`src/rtl/expander_mailbox.sv`:
```
// expander_mailbox
//   Two-slot mailbox peripheral on the bus expander's decoded register strobes.
//   DATA slot   : writes push the TX FIFO, reads pop the RX FIFO (zero-latency
//                 show-ahead read value on data_out).
//   STATUS slot : reads return flags and occupancy; writes clear sticky flags
//                 (write-1-to-clear) and set the interrupt enable.
//   Hardware side is a valid/ready stream out of TX and into RX.
//
// Parameters
//   DEPTH_LOG2   log2 of each FIFO depth (1..5)
//
// Ports
//   sysclk, sysreset              clock, synchronous active-high reset
//   load_data[15:0]               expander write data
//   data_load, data_read          DATA slot write / read strobes
//   data_out[15:0]                DATA slot read value (RX head or 0)
//   status_load, status_read      STATUS slot write / read strobes
//   status_out[15:0]              {rx_underflow, tx_overflow, tx_empty, irq_en,
//                                  tx_count[5:0], rx_count[5:0]}
//   tx_data, tx_valid, tx_ready   TX stream (head word out)
//   rx_data, rx_valid, rx_ready   RX stream (producer in)
//   irq                           interrupt, only when EXPANDER_MAILBOX_IRQ_EN
//
// Build option
//   EXPANDER_MAILBOX_IRQ_EN : adds the registered irq output and the irq_en
//                             control bit; otherwise status bit 12 reads 0.
module expander_mailbox #(
  parameter int DEPTH_LOG2 = 4
) (
  input  logic        sysclk,
  input  logic        sysreset,
  input  logic [15:0] load_data,
  input  logic        data_load,
  input  logic        data_read,
  output logic [15:0] data_out,
  input  logic        status_load,
  input  logic        status_read,
  output logic [15:0] status_out,
  output logic [15:0] tx_data,
  output logic        tx_valid,
  input  logic        tx_ready,
  input  logic [15:0] rx_data,
  input  logic        rx_valid,
  output logic        rx_ready
`ifdef EXPANDER_MAILBOX_IRQ_EN
  ,
  output logic        irq
`endif
);

  localparam int DEPTH = 1 << DEPTH_LOG2;
  localparam int CNT_W = DEPTH_LOG2 + 1;
  localparam logic [CNT_W-1:0] FULL_CNT = CNT_W'(DEPTH);
  localparam logic [CNT_W-1:0] ZERO_CNT = {CNT_W{1'b0}};
  localparam logic [CNT_W-1:0] ONE_CNT  = CNT_W'(1);
  localparam logic [DEPTH_LOG2-1:0] ONE_PTR = DEPTH_LOG2'(1);

  logic [15:0]           tx_mem_r [DEPTH];
  logic [15:0]           rx_mem_r [DEPTH];
  logic [DEPTH_LOG2-1:0] tx_wr_ptr_r, tx_rd_ptr_r, rx_wr_ptr_r, rx_rd_ptr_r;
  logic [CNT_W-1:0]      tx_count_r, rx_count_r;
  logic                  tx_overflow_r, rx_underflow_r;
  logic                  irq_en_s;
  logic                  tx_full_s, tx_empty_s, rx_full_s, rx_empty_s;
  logic                  tx_push_s, tx_pop_s, rx_push_s, rx_pop_s;

  // Reads of STATUS have no side effect.
  logic unused_status_read_s;
  assign unused_status_read_s = status_read;

  // FIFO occupancy decode and push/pop qualification from start-of-cycle state.
  always_comb begin
    tx_full_s  = (tx_count_r == FULL_CNT);
    tx_empty_s = (tx_count_r == ZERO_CNT);
    rx_full_s  = (rx_count_r == FULL_CNT);
    rx_empty_s = (rx_count_r == ZERO_CNT);
    // A full TX rejects the write even if the consumer pops on the same edge.
    tx_push_s  = data_load & ~tx_full_s;
    tx_pop_s   = tx_ready & ~tx_empty_s;
    rx_push_s  = rx_valid & ~rx_full_s;
    rx_pop_s   = data_read & ~rx_empty_s;
  end

  // FIFO storage writes; contents are deliberately not reset.
  always_ff @(posedge sysclk) begin
    if (!sysreset && tx_push_s) begin
      tx_mem_r[tx_wr_ptr_r] <= load_data;
    end
    if (!sysreset && rx_push_s) begin
      rx_mem_r[rx_wr_ptr_r] <= rx_data;
    end
  end

  // TX pointers and count.
  always_ff @(posedge sysclk) begin
    if (sysreset) begin
      tx_wr_ptr_r <= {DEPTH_LOG2{1'b0}};
      tx_rd_ptr_r <= {DEPTH_LOG2{1'b0}};
      tx_count_r  <= ZERO_CNT;
    end else begin
      if (tx_push_s) tx_wr_ptr_r <= tx_wr_ptr_r + ONE_PTR;
      if (tx_pop_s)  tx_rd_ptr_r <= tx_rd_ptr_r + ONE_PTR;
      case ({tx_push_s, tx_pop_s})
        2'b10:   tx_count_r <= tx_count_r + ONE_CNT;
        2'b01:   tx_count_r <= tx_count_r - ONE_CNT;
        default: tx_count_r <= tx_count_r;
      endcase
    end
  end

  // RX pointers and count.
  always_ff @(posedge sysclk) begin
    if (sysreset) begin
      rx_wr_ptr_r <= {DEPTH_LOG2{1'b0}};
      rx_rd_ptr_r <= {DEPTH_LOG2{1'b0}};
      rx_count_r  <= ZERO_CNT;
    end else begin
      if (rx_push_s) rx_wr_ptr_r <= rx_wr_ptr_r + ONE_PTR;
      if (rx_pop_s)  rx_rd_ptr_r <= rx_rd_ptr_r + ONE_PTR;
      case ({rx_push_s, rx_pop_s})
        2'b10:   rx_count_r <= rx_count_r + ONE_CNT;
        2'b01:   rx_count_r <= rx_count_r - ONE_CNT;
        default: rx_count_r <= rx_count_r;
      endcase
    end
  end

  // Sticky error flags; a set event outranks a same-cycle clear.
  always_ff @(posedge sysclk) begin
    if (sysreset) begin
      tx_overflow_r  <= 1'b0;
      rx_underflow_r <= 1'b0;
    end else begin
      if (data_load && tx_full_s) begin
        tx_overflow_r <= 1'b1;
      end else if (status_load && load_data[14]) begin
        tx_overflow_r <= 1'b0;
      end else begin
        tx_overflow_r <= tx_overflow_r;
      end
      if (data_read && rx_empty_s) begin
        rx_underflow_r <= 1'b1;
      end else if (status_load && load_data[15]) begin
        rx_underflow_r <= 1'b0;
      end else begin
        rx_underflow_r <= rx_underflow_r;
      end
    end
  end

`ifdef EXPANDER_MAILBOX_IRQ_EN
  logic irq_en_r;
  logic irq_r;

  // Interrupt enable control bit and registered interrupt output.
  always_ff @(posedge sysclk) begin
    if (sysreset) begin
      irq_en_r <= 1'b0;
      irq_r    <= 1'b0;
    end else begin
      if (status_load) begin
        irq_en_r <= load_data[12];
      end else begin
        irq_en_r <= irq_en_r;
      end
      irq_r <= irq_en_r & (~rx_empty_s | tx_overflow_r | rx_underflow_r);
    end
  end

  assign irq_en_s = irq_en_r;
  assign irq      = irq_r;
`else
  assign irq_en_s = 1'b0;
`endif

  // Expander-facing read values and stream handshakes. data_out must be
  // combinational: the expander captures it on the same edge that pops.
  always_comb begin
    data_out   = rx_empty_s ? 16'h0000 : rx_mem_r[rx_rd_ptr_r];
    tx_data    = tx_mem_r[tx_rd_ptr_r];
    tx_valid   = ~tx_empty_s;
    rx_ready   = ~rx_full_s;
    status_out = {rx_underflow_r, tx_overflow_r, tx_empty_s, irq_en_s,
                  6'(tx_count_r), 6'(rx_count_r)};
  end

endmodule

```
`config.mk`:
```
export PLATFORM = sky130hd
export DESIGN_NAME = expander_mailbox
export DESIGN_NICKNAME = d
export VERILOG_FILES = /design/src/rtl/expander_mailbox.sv
export SDC_FILE = /design/constraint.sdc
export NUM_CORES = 1
export LEC_CHECK = 0
export BUFFER_PORTS_ARGS = -buffer_cell sky130_fd_sc_hd__buf_2
export CAP_MARGIN = 25
export CORE_MARGIN = 5
export CORE_UTILIZATION = 35
export DETAILED_ROUTE_END_ITERATION = 10
export GPL_ROUTABILITY_DRIVEN = 0
export SKIP_CTS_REPAIR_TIMING = 1
export SYNTH_ARGS = -nofsm -noshare
export SYNTH_HDL_FRONTEND = slang
export SYNTH_SLANG_ARGS = --single-unit
export TNS_END_PERCENT = 100
```
`constraint.sdc`:
```
create_clock -name sysclk -period 7.2 [get_ports sysclk]
set_input_delay 1.44 -clock sysclk [delete_from_list [all_inputs] [get_ports sysclk]]
set_output_delay 1.44 -clock sysclk [all_outputs]
set_load 0.02 [all_outputs]
```
==> results.json, run 1 <==
{
  "p_leak_uw": 0.00780,
  "drv_cap": 0,
  "cp_cell_sequence": "buf_4 > mux4_1 > mux4_2 > buf_2",
  "num_rows": 90,
  "dp_hpwl_um": 23500,
  "grt_pass1_wl_um": 65200,
  "clock_path_buffers": 3,
  "min_period_over_period_pct": 66.8,
  "first_pass_iters": 4,
  "ant_nets": 0,
  "nets": 1181,
  "core_area_sq_um": 60400,
  "drive_gt1_share_pct": 31.4,
  "initial_core_util_pct": 35.3,
  "avgViaCountPerCell": 5.06,
  "syn_area_sq_um": 21300,
  "cts.reportedPaths.clkPinSlew_ns": 0.06,
  "root_buffer": "clkbuf_16",
  "crit_family": "multiplexers",
  "period_needed_ns": 4.81,
  "drtIter0Drc": 673,
  "relSlewSlack_pct": 32.5,
  "cp_max_fo": 45,
  "crit_buf_inv": 2,
  "whs_path_depth": 2,
  "fp.dieW_um": 257,
  "ys_async_sr_fraction_pct": 0,
  "start_kind": "flip-flop",
  "tightest_slew_ns": 1.01,
  "port_buffers": 85,
  "rr_endpoint": "tx_count_r[4]",
  "synth_edf_count": 512,
  "crit_type": "reg2out",
  "rsz0062_at_grt": "no",
  "crit_path_top_delay_cell": "dfxtp_4",
  "ys_warn_count": 0,
  "avgSynthCellArea_sq_um": 21.5,
  "grt_max_degree": 65,
  "setup_violations": 0,
  "hold_viol": 0,
  "die_area_sq_um": 66000,
  "area_delta_synth_final_pct": 15.8,
  "worstPathRequired_ns": 5.76,
  "ir_drop_mv": 0.227,
  "critPathMaxStageDelay_ns": 0.92,
  "die_height_um": 257,
  "wire_per_inst_um": 22.3,
  "status": "finished clean",
  "clk_latency_ns": 0.60,
  "fmax_mhz": 208,
  "placed_area_sq_um": 22900,
  "highest_layer": "met4",
  "drc": 0,
  "synth_flop_cell": "edfxtp_1",
  "num_vias": 9880,
  "synth_cell_types": 44,
  "crit_arrival_ns": 3.37,
  "synth_seq_cells": 548,
  "fin_setup_tns_ns": 0,
  "design_area_sq_um": 24700,
  "routed_wl_um": 43600,
  "clock-sinks": 548,
  "r2r_slack_ns": 4.17,
  "drt-met1-wl_um": 18700,
  "hold_start": "tx_overflow_r",
  "finalClockSkew_ns": 0.0202,
  "antenna_found_initial": 4,
  "r2r-start": "tx_count_r[2]",
  "synth.yosys.seq_area_share_pct": 75.5,
  "grt_remaining_overflow": 0,
  "grt_use_total_pct": 13.0,
  "cts_buffers": 57,
  "slew_violations": 0,
  "cts_tree": "built",
  "wl_met2_um": 21900,
  "grt_pass1_vias": 10400,
  "hold_end": "tx_overflow_r",
  "netlist_instances": 991,
  "endpoint_kind": "output port",
  "ioPinCount": 90,
  "met3_length_um": 2000,
  "p_per_area_nw_per_um2": 329,
  "h-tree-depth": 2,
  "reg2reg_depth": 10,
  "hold_path.class": "reg2reg"
}
==> metrics by stage <==
stage	hold WS [ns]	total power (uW)	std cells	utilization, %	setup slack, ns
2_1_floorplan	0.454	4930	993	-	3.57
3_3_place_gp	0.464	5370	1844	37.9	2.89
3_5_place_dp	0.483	5400	1846	37.9	2.90
4_1_cts	0.499	8230	1950	40.9	2.24
5_1_grt	0.545	8480	1950	40.9	2.15
6_report	0.492	8120	1954	40.9	2.39
==> metal layers <==
metal  global-route usage [%]  vias up
met4                     3.64        0
met5                        0        -
met1                     17.0     5236
met2                     22.0      199
li1                         -     4376
met3                     2.79       69
==> Yosys cell counts (2+ instances only) <==
| master | instances | area [sq um] |
|---|---|---|
| a21boi_1 | 2 | 15.0 |
| a21boi_2 | 2 | 22.5 |
| a21o_1 | 3 | 22.5 |
| a21oi_1 | 6 | 30.0 |
| a32oi_1 | 2 | 17.5 |
| buf_1 | 12 | 45.0 |
| buf_2 | 11 | 55.1 |
| buf_4 | 8 | 60.1 |
| buf_6 | 5 | 56.3 |
| clkbuf_1 | 18 | 67.6 |
| dfxtp_1 | 36 | 721 |
| edfxtp_1 | 512 | 15400 |
| ha_1 | 17 | 213 |
| inv_1 | 10 | 37.5 |
| mux2i_1 | 37 | 370 |
| mux4_1 | 22 | 578 |
| mux4_2 | 122 | 2750 |
| nand2_1 | 24 | 90.1 |
| nand2b_1 | 4 | 25.0 |
| nand4_1 | 5 | 31.3 |
| nor2_1 | 66 | 248 |
| nor3_1 | 7 | 35.0 |
| nor3b_1 | 2 | 15.0 |
| nor4_2 | 2 | 25.0 |
| o211ai_1 | 2 | 15.0 |
| o21ai_0 | 2 | 10.0 |
| o22ai_1 | 16 | 100 |
| or3_1 | 3 | 18.8 |
| xnor2_1 | 7 | 61.3 |
| xor2_1 | 12 | 105 |
==> how the worst max path moves through the flow <==
stage                           to  cells after the start
global route            tx_data[3]                      4
CTS                     tx_data[3]                      4
floorplan           tx_mem_r[2][0]                      5
finish                  tx_data[3]                      4
detailed placement      tx_data[3]                      4
global placement        tx_data[3]                      4
==> kinds of logic (layout without fill, tap and decap cells) <==
logic type,Yosys count,after routing,share of synthesized area (%)
flip-flops,548,548,75.5
multiplexers,182,182,17.4
AND/OR/NAND/NOR,118,118,2.48
buffers and inverters,65,240,1.53
AO/OA/AOI/OAI,40,40,1.27
XOR/XNOR,19,19,0.780
adder cells (fa/ha/maj),18,18,1.09
other,1,7,0.0176
==> registers in the layout (all words and copies together) (netlist names), named ones only <==
register	cells
rx_mem_r	256
tx_mem_r	256
rx_count_r	5
tx_count_r	5
rx_rd_ptr_r	4
rx_wr_ptr_r	4
tx_rd_ptr_r	4
tx_wr_ptr_r	4
rx_underflow_r	1
tx_overflow_r	1
==> worst min-delay path, delay by kind of cell, from the launching register on <==
kind | cells | cell delay (ns)
flip-flops | 1 | 0.33
AND/OR/NAND/NOR | 1 | 0.07
AO/OA/AOI/OAI | 1 | 0.06
==> layout make-up <==
class                           instances  area, sq um
Fill cell                            5296        35700
Sequential cell                       548        16100
Multi-Input combinational cell        380         5010
Clock buffer                           75         1520
Tap cell                              782          978
Timing Repair Buffer                  126          761
Clock inverter                         29          288
Inverter                               10         37.5
Antenna cell                            4         10.0
==> cell usage in the layout (no fill, tap or decap), types with 24 or more instances in the layout <==
| cell type | Yosys | layout |
|---|---|---|
| mux4_2 | 122 | 122 |
| mux2i_1 | 37 | 37 |
| nor2_2 | 0 | 28 |
| nor2_1 | 66 | 38 |
| clkbuf_16 | 0 | 58 |
| nand2_1 | 24 | 24 |
| dfxtp_1 | 36 | 31 |
| buf_2 | 11 | 85 |
| edfxtp_1 | 512 | 512 |
| buf_4 | 8 | 39 |
==> power breakdown <==
part | leakage [uW] | switching [uW] | internal, uW
clock network | 0.000866 | 1190 | 1630
registers | 0.00491 | 137 | 3570
logic | 0.00203 | 859 | 728
Note: power is estimated with default switching activity, not from simulation.
==> run 2: changes to the inputs <==
==> constraint.sdc (replaced) <==
create_clock -name sysclk -period 4.4 [get_ports sysclk]
set_input_delay 0.88 -clock sysclk [delete_from_list [all_inputs] [get_ports sysclk]]
set_output_delay 0.88 -clock sysclk [all_outputs]
set_load 0.02 [all_outputs]
==> run 2 against run 1 <==
Hold slack improved by 0.0034 ns. Register-to-register slack got worse by 2.9 ns. Largest power group unchanged. Count of clock-buffer cells in the layout fell by 2. Largest cell class unchanged. Sequential cell count did not move. Global-route usage rose by 0.069 points.
==> results.json, run 2 (synthesis gave the netlist of run 1 again) <==
{
  "endpoint_kind": "output port",
  "mostFrequentLayoutCells": "edfxtp_1 (512), mux4_2 (122), buf_2 (85)",
  "hold_path.class": "reg2reg",
  "num-fill-cells": 5339,
  "wire_per_inst_um": 22.1,
  "avgViaCountPerCell": 4.99,
  "period_needed_ns": 3.81,
  "nets": 1182,
  "clock-sinks": 548,
  "whs_path_depth": 2,
  "p_per_area_nw_per_um2": 539,
  "clock_path_buffers": 3,
  "die_area_sq_um": 66000,
  "area_delta_synth_final_pct": 16.0,
  "setup_violations": 0,
  "r2r_slack_ns": 1.31,
  "drive_gt1_share_pct": 31.6,
  "hold_end": "rx_underflow_r",
  "drtIter0Drc": 611,
  "num_rows": 90,
  "grt_max_degree": 42,
  "drv_cap": 0,
  "start_kind": "flip-flop",
  "routed_wl_um": 43300,
  "r2r-start": "tx_count_r[1]",
  "clk_latency_ns": 0.62,
  "antenna_found_initial": 2,
  "reg2reg_depth": 9,
  "final_cell_count_no_fill": 1956,
  "slew_violations": 0,
  "initial_core_util_pct": 35.3,
  "tightest_slew_ns": 1.03,
  "grt_pass1_vias": 10400,
  "dp_hpwl_um": 25100,
  "grt_pass1_wl_um": 66000,
  "drc": 0,
  "dp_cells": 1848,
  "rsz0062_at_grt": "no",
  "p_leak_uw": 0.00782,
  "hold_start": "rx_underflow_r",
  "cts_buffers": 56,
  "min_period_over_period_pct": 86.5,
  "grt_remaining_overflow": 0,
  "core_area_sq_um": 60400,
  "cp_max_fo": 22,
  "h-tree-depth": 2,
  "cts_tree": "built",
  "port_buffers": 85,
  "top_regs": "rx_mem_r x256, tx_mem_r x256",
  "ant_nets": 0,
  "cts.reportedPaths.clkPinSlew_ns": 0.06,
  "crit_type": "reg2out",
  "status": "finished clean",
  "rr_endpoint": "tx_count_r[4]",
  "ir_drop_mv": 0.502,
  "first_pass_iters": 5,
  "fmax_mhz": 263,
  "relSlewSlack_pct": 31.0,
  "fin_setup_tns_ns": 0,
  "layout_commonest_cell": "edfxtp_1",
  "grt_use_total_pct": 13.0,
  "hold_viol": 0,
  "root_buffer": "clkbuf_16",
  "worstPathRequired_ns": 3.52,
  "fp.dieW_um": 257,
  "finalClockSkew_ns": 0.0200,
  "ioPinCount": 90,
  "die_height_um": 257,
  "num_vias": 9762,
  "crit_arrival_ns": 2.93
}
run 2: worst max path at each step:
stage,to,slack (ns),cells past startpoint
after global routing,data_out[10],0.38,5
final,tx_data[4],0.59,4
after detailed placement,tx_count_r[4],1.05,9
after global placement,tx_count_r[4],1.08,9
after floorplan,tx_mem_r[2][0],1.33,5
after CTS,tx_data[4],0.47,4
run 2: area by class of cell:
class / count / area, sq um / share of cell area, %
Antenna cell: 3 / 7.51 / 0.0303
Tap cell: 782 / 978 / 3.95
Multi-Input combinational cell: 380 / 5010 / 20.2
Timing Repair Buffer: 128 / 798 / 3.23
Clock buffer: 73 / 1470 / 5.92
Clock inverter: 32 / 343 / 1.39
Sequential cell: 548 / 16100 / 65.1
Inverter: 10 / 37.5 / 0.152
run 2: per-stage QoR:
stage          setup slack (ns)  hold WS [ns]  cell area, sq um  util (%)  total power (uW)
2_1_floorplan              1.33         0.454             21300         -              8070
3_3_place_gp               1.08         0.465             22900      38.0              8840
3_5_place_dp               1.05         0.479             22900      38.0              8880
4_1_cts                   0.468         0.497             24700      41.0             13500
5_1_grt                   0.384         0.519             24700      41.0             14000
6_report                  0.595         0.495             24700      41.0             13300
run 2: power by group:
group / switching [uW] / total [uW] / internal, uW
registers: 260 / 6110 / 5840
clock network: 1970 / 4630 / 2660
logic: 1390 / 2600 / 1220
run 2: metal layers:
layer / track usage, % / part of all wire [%] / up-vias
met5: 0 / 0 / -
met4: 3.27 / 2.1 / 0
met3: 2.59 / 4.0 / 65
met2: 22.4 / 51 / 168
met1: 17.2 / 43 / 5162
li1: - / - / 4367
run 2: critical path: stages (launching register included):
cell,delay (ns)
dfxtp_4,0.63
buf_4,0.36
mux4_1,0.60
mux4_2,0.52
buf_2,0.18
==> run 3: changes to the inputs <==
--- a/config.mk
+++ b/config.mk
@@ -8,9 +8,10 @@
 export BUFFER_PORTS_ARGS = -buffer_cell sky130_fd_sc_hd__buf_2
 export CAP_MARGIN = 25
 export CORE_MARGIN = 5
-export CORE_UTILIZATION = 35
+export CORE_UTILIZATION = 50
 export DETAILED_ROUTE_END_ITERATION = 10
 export GPL_ROUTABILITY_DRIVEN = 0
+export PLACE_DENSITY = 0.67
 export SKIP_CTS_REPAIR_TIMING = 1
 export SYNTH_ARGS = -nofsm -noshare
 export SYNTH_HDL_FRONTEND = slang
==> constraint.sdc (replaced) <==
create_clock -name sysclk -period 4.9 [get_ports sysclk]
set_input_delay 0.98 -clock sysclk [delete_from_list [all_inputs] [get_ports sysclk]]
set_output_delay 0.98 -clock sysclk [all_outputs]
set_load 0.02 [all_outputs]
==> run 3 against run 2 <==
Clock skew increased by 0.0026 ns. Clock power decreased by 15%. Sequential power decreased by 10%. Design area is 1.8% lower. Count of clock-buffer cells in the layout unchanged. Critical path type unchanged. Critical endpoint is now data_out[0]. Largest cell class unchanged.
==> results.json, run 3 (synthesis gave the netlist of run 1 again) <==
{
  "relSlewSlack_pct": 31.1,
  "tightest_slew_ns": 1.03,
  "fin_setup_tns_ns": 0,
  "cp_max_fo": 16,
  "highest_layer": "met5",
  "dp_cells": 1602,
  "dp_hpwl_um": 23500,
  "drtIter0Drc": 745,
  "fp.dieW_um": 217,
  "avgViaCountPerCell": 5.80,
  "worstPathRequired_ns": 3.92,
  "ant_nets": 0,
  "crit_type": "reg2out",
  "root_buffer": "clkbuf_16",
  "die_area_sq_um": 46900,
  "crit_path_top_delay_cell": "nand2b_1",
  "rsz0062_at_grt": "no",
  "met3_length_um": 2160,
  "grt_remaining_overflow": 0,
  "hold_path.class": "reg2reg",
  "endpoint_kind": "output port",
  "drt-met1-wl_um": 17700,
  "setup_violations": 0,
  "final_cell_count_no_fill": 1701,
  "nets": 1178,
  "grt_use_total_pct": 18.4,
  "cp_cell_sequence": "nor4_2 > nand2_1 > nand2b_1 > o22ai_1 > buf_2",
  "min_period_over_period_pct": 82.9,
  "drc": 0,
  "slew_violations": 0,
  "cts_buffers": 55,
  "top_regs": "rx_mem_r x256, tx_mem_r x256",
  "layout_commonest_cell": "edfxtp_1",
  "p_leak_uw": 0.00776,
  "ioPinCount": 90,
  "clock_path_buffers": 3,
  "h-tree-depth": 2,
  "critPathMaxStageDelay_ns": 0.77,
  "hold_viol": 0,
  "area_delta_synth_final_pct": 13.9,
  "clk_latency_ns": 0.59,
  "port_buffers": 85,
  "drive_gt1_share_pct": 31.3,
  "start_kind": "flip-flop",
  "crit_arrival_ns": 3.08,
  "status": "finished clean",
  "core_area_sq_um": 42000,
  "num_vias": 9863,
  "clock-sinks": 548,
  "first_pass_iters": 5,
  "wl_met2_um": 21900,
  "finalClockSkew_ns": 0.0226,
  "routed_wl_um": 42600,
  "fmax_mhz": 246,
  "cts.reportedPaths.clkPinSlew_ns": 0.06,
  "die_height_um": 217,
  "mostFrequentLayoutCells": "edfxtp_1 (512), mux4_2 (122), buf_2 (85)",
  "grt_pass1_vias": 10300,
  "grt_max_degree": 65,
  "period_needed_ns": 4.06,
  "wire_per_inst_um": 25.0,
  "grt_pass1_wl_um": 64300,
  "drv_cap": 0,
  "p_per_area_nw_per_um2": 482,
  "initial_core_util_pct": 50.7,
  "cts_tree": "built",
  "antenna_found_initial": 3,
  "num_rows": 75,
  "ir_drop_mv": 0.363
}
[run 3: changes by cell type in the layout (fill, tap and decap cells not counted), sizes merged]
| cell | delta |
|---|---|
| buf | -3 |
| bufinv | -3 |
| clkinv | -2 |
| diode | -2 |
| inv | -2 |
[run 3: worst paths after layout]
check / from / endpoint / slack, ns / depth (start not counted)
max: rx_count_r[0] / data_out[0] / 0.84 / 5
min: tx_overflow_r / tx_overflow_r / 0.49 / 2
max reg2reg: rx_count_r[0] / rx_count_r[4] / 1.89 / 9
min reg2reg: tx_overflow_r / tx_overflow_r / 0.49 / 2
[run 3: per-stage QoR]
| step | utilization, % | hold slack, ns | worst slack [ns] | total power (uW) | cell area [sq um] |
|---|---|---|---|---|---|
| floorplan | - | 0.454 | 1.73 | 7250 | 21300 |
| global placement | 53.7 | 0.463 | 1.44 | 7890 | 22600 |
| detailed placement | 53.8 | 0.478 | 1.38 | 7930 | 22600 |
| CTS | 57.8 | 0.493 | 0.739 | 11900 | 24300 |
| global route | 57.8 | 0.529 | 0.619 | 12200 | 24300 |
| finish | 57.8 | 0.491 | 0.836 | 11700 | 24300 |
[run 3: power breakdown]
| group | total (uW) | internal (uW) | switching, uW |
|---|---|---|---|
| clock network | 3920 | 2250 | 1670 |
| logic | 2300 | 1070 | 1230 |
| registers | 5490 | 5250 | 237 |
| total | 11700 | 8570 | 3140 |
[run 3: routing by layer]
metal | vias up | track usage, %
met3 | 61 | 3.35
met5 | - | 0
met2 | 257 | 31.6
met4 | 6 | 4.98
li1 | 4349 | -
met1 | 5190 | 24.5
[run 3: layout make-up]
type	instances	area (sq um)
diodes	1	2.50
flip-flops and latches	548	16100
well taps	539	674
multi-input cells	380	5010
clock buffers	73	1510
fillers	3055	17800
clock inverters	25	185
inverters	10	37.5
repair buffers	125	771
[run 3: critical path, delay by kind of cell, from the launching register on]
family | cells | cell delay (ns)
AND/OR/NAND/NOR | 3 | 1.51
flip-flops | 1 | 0.37
AO/OA/AOI/OAI | 1 | 0.35
buffers and inverters | 1 | 0.26
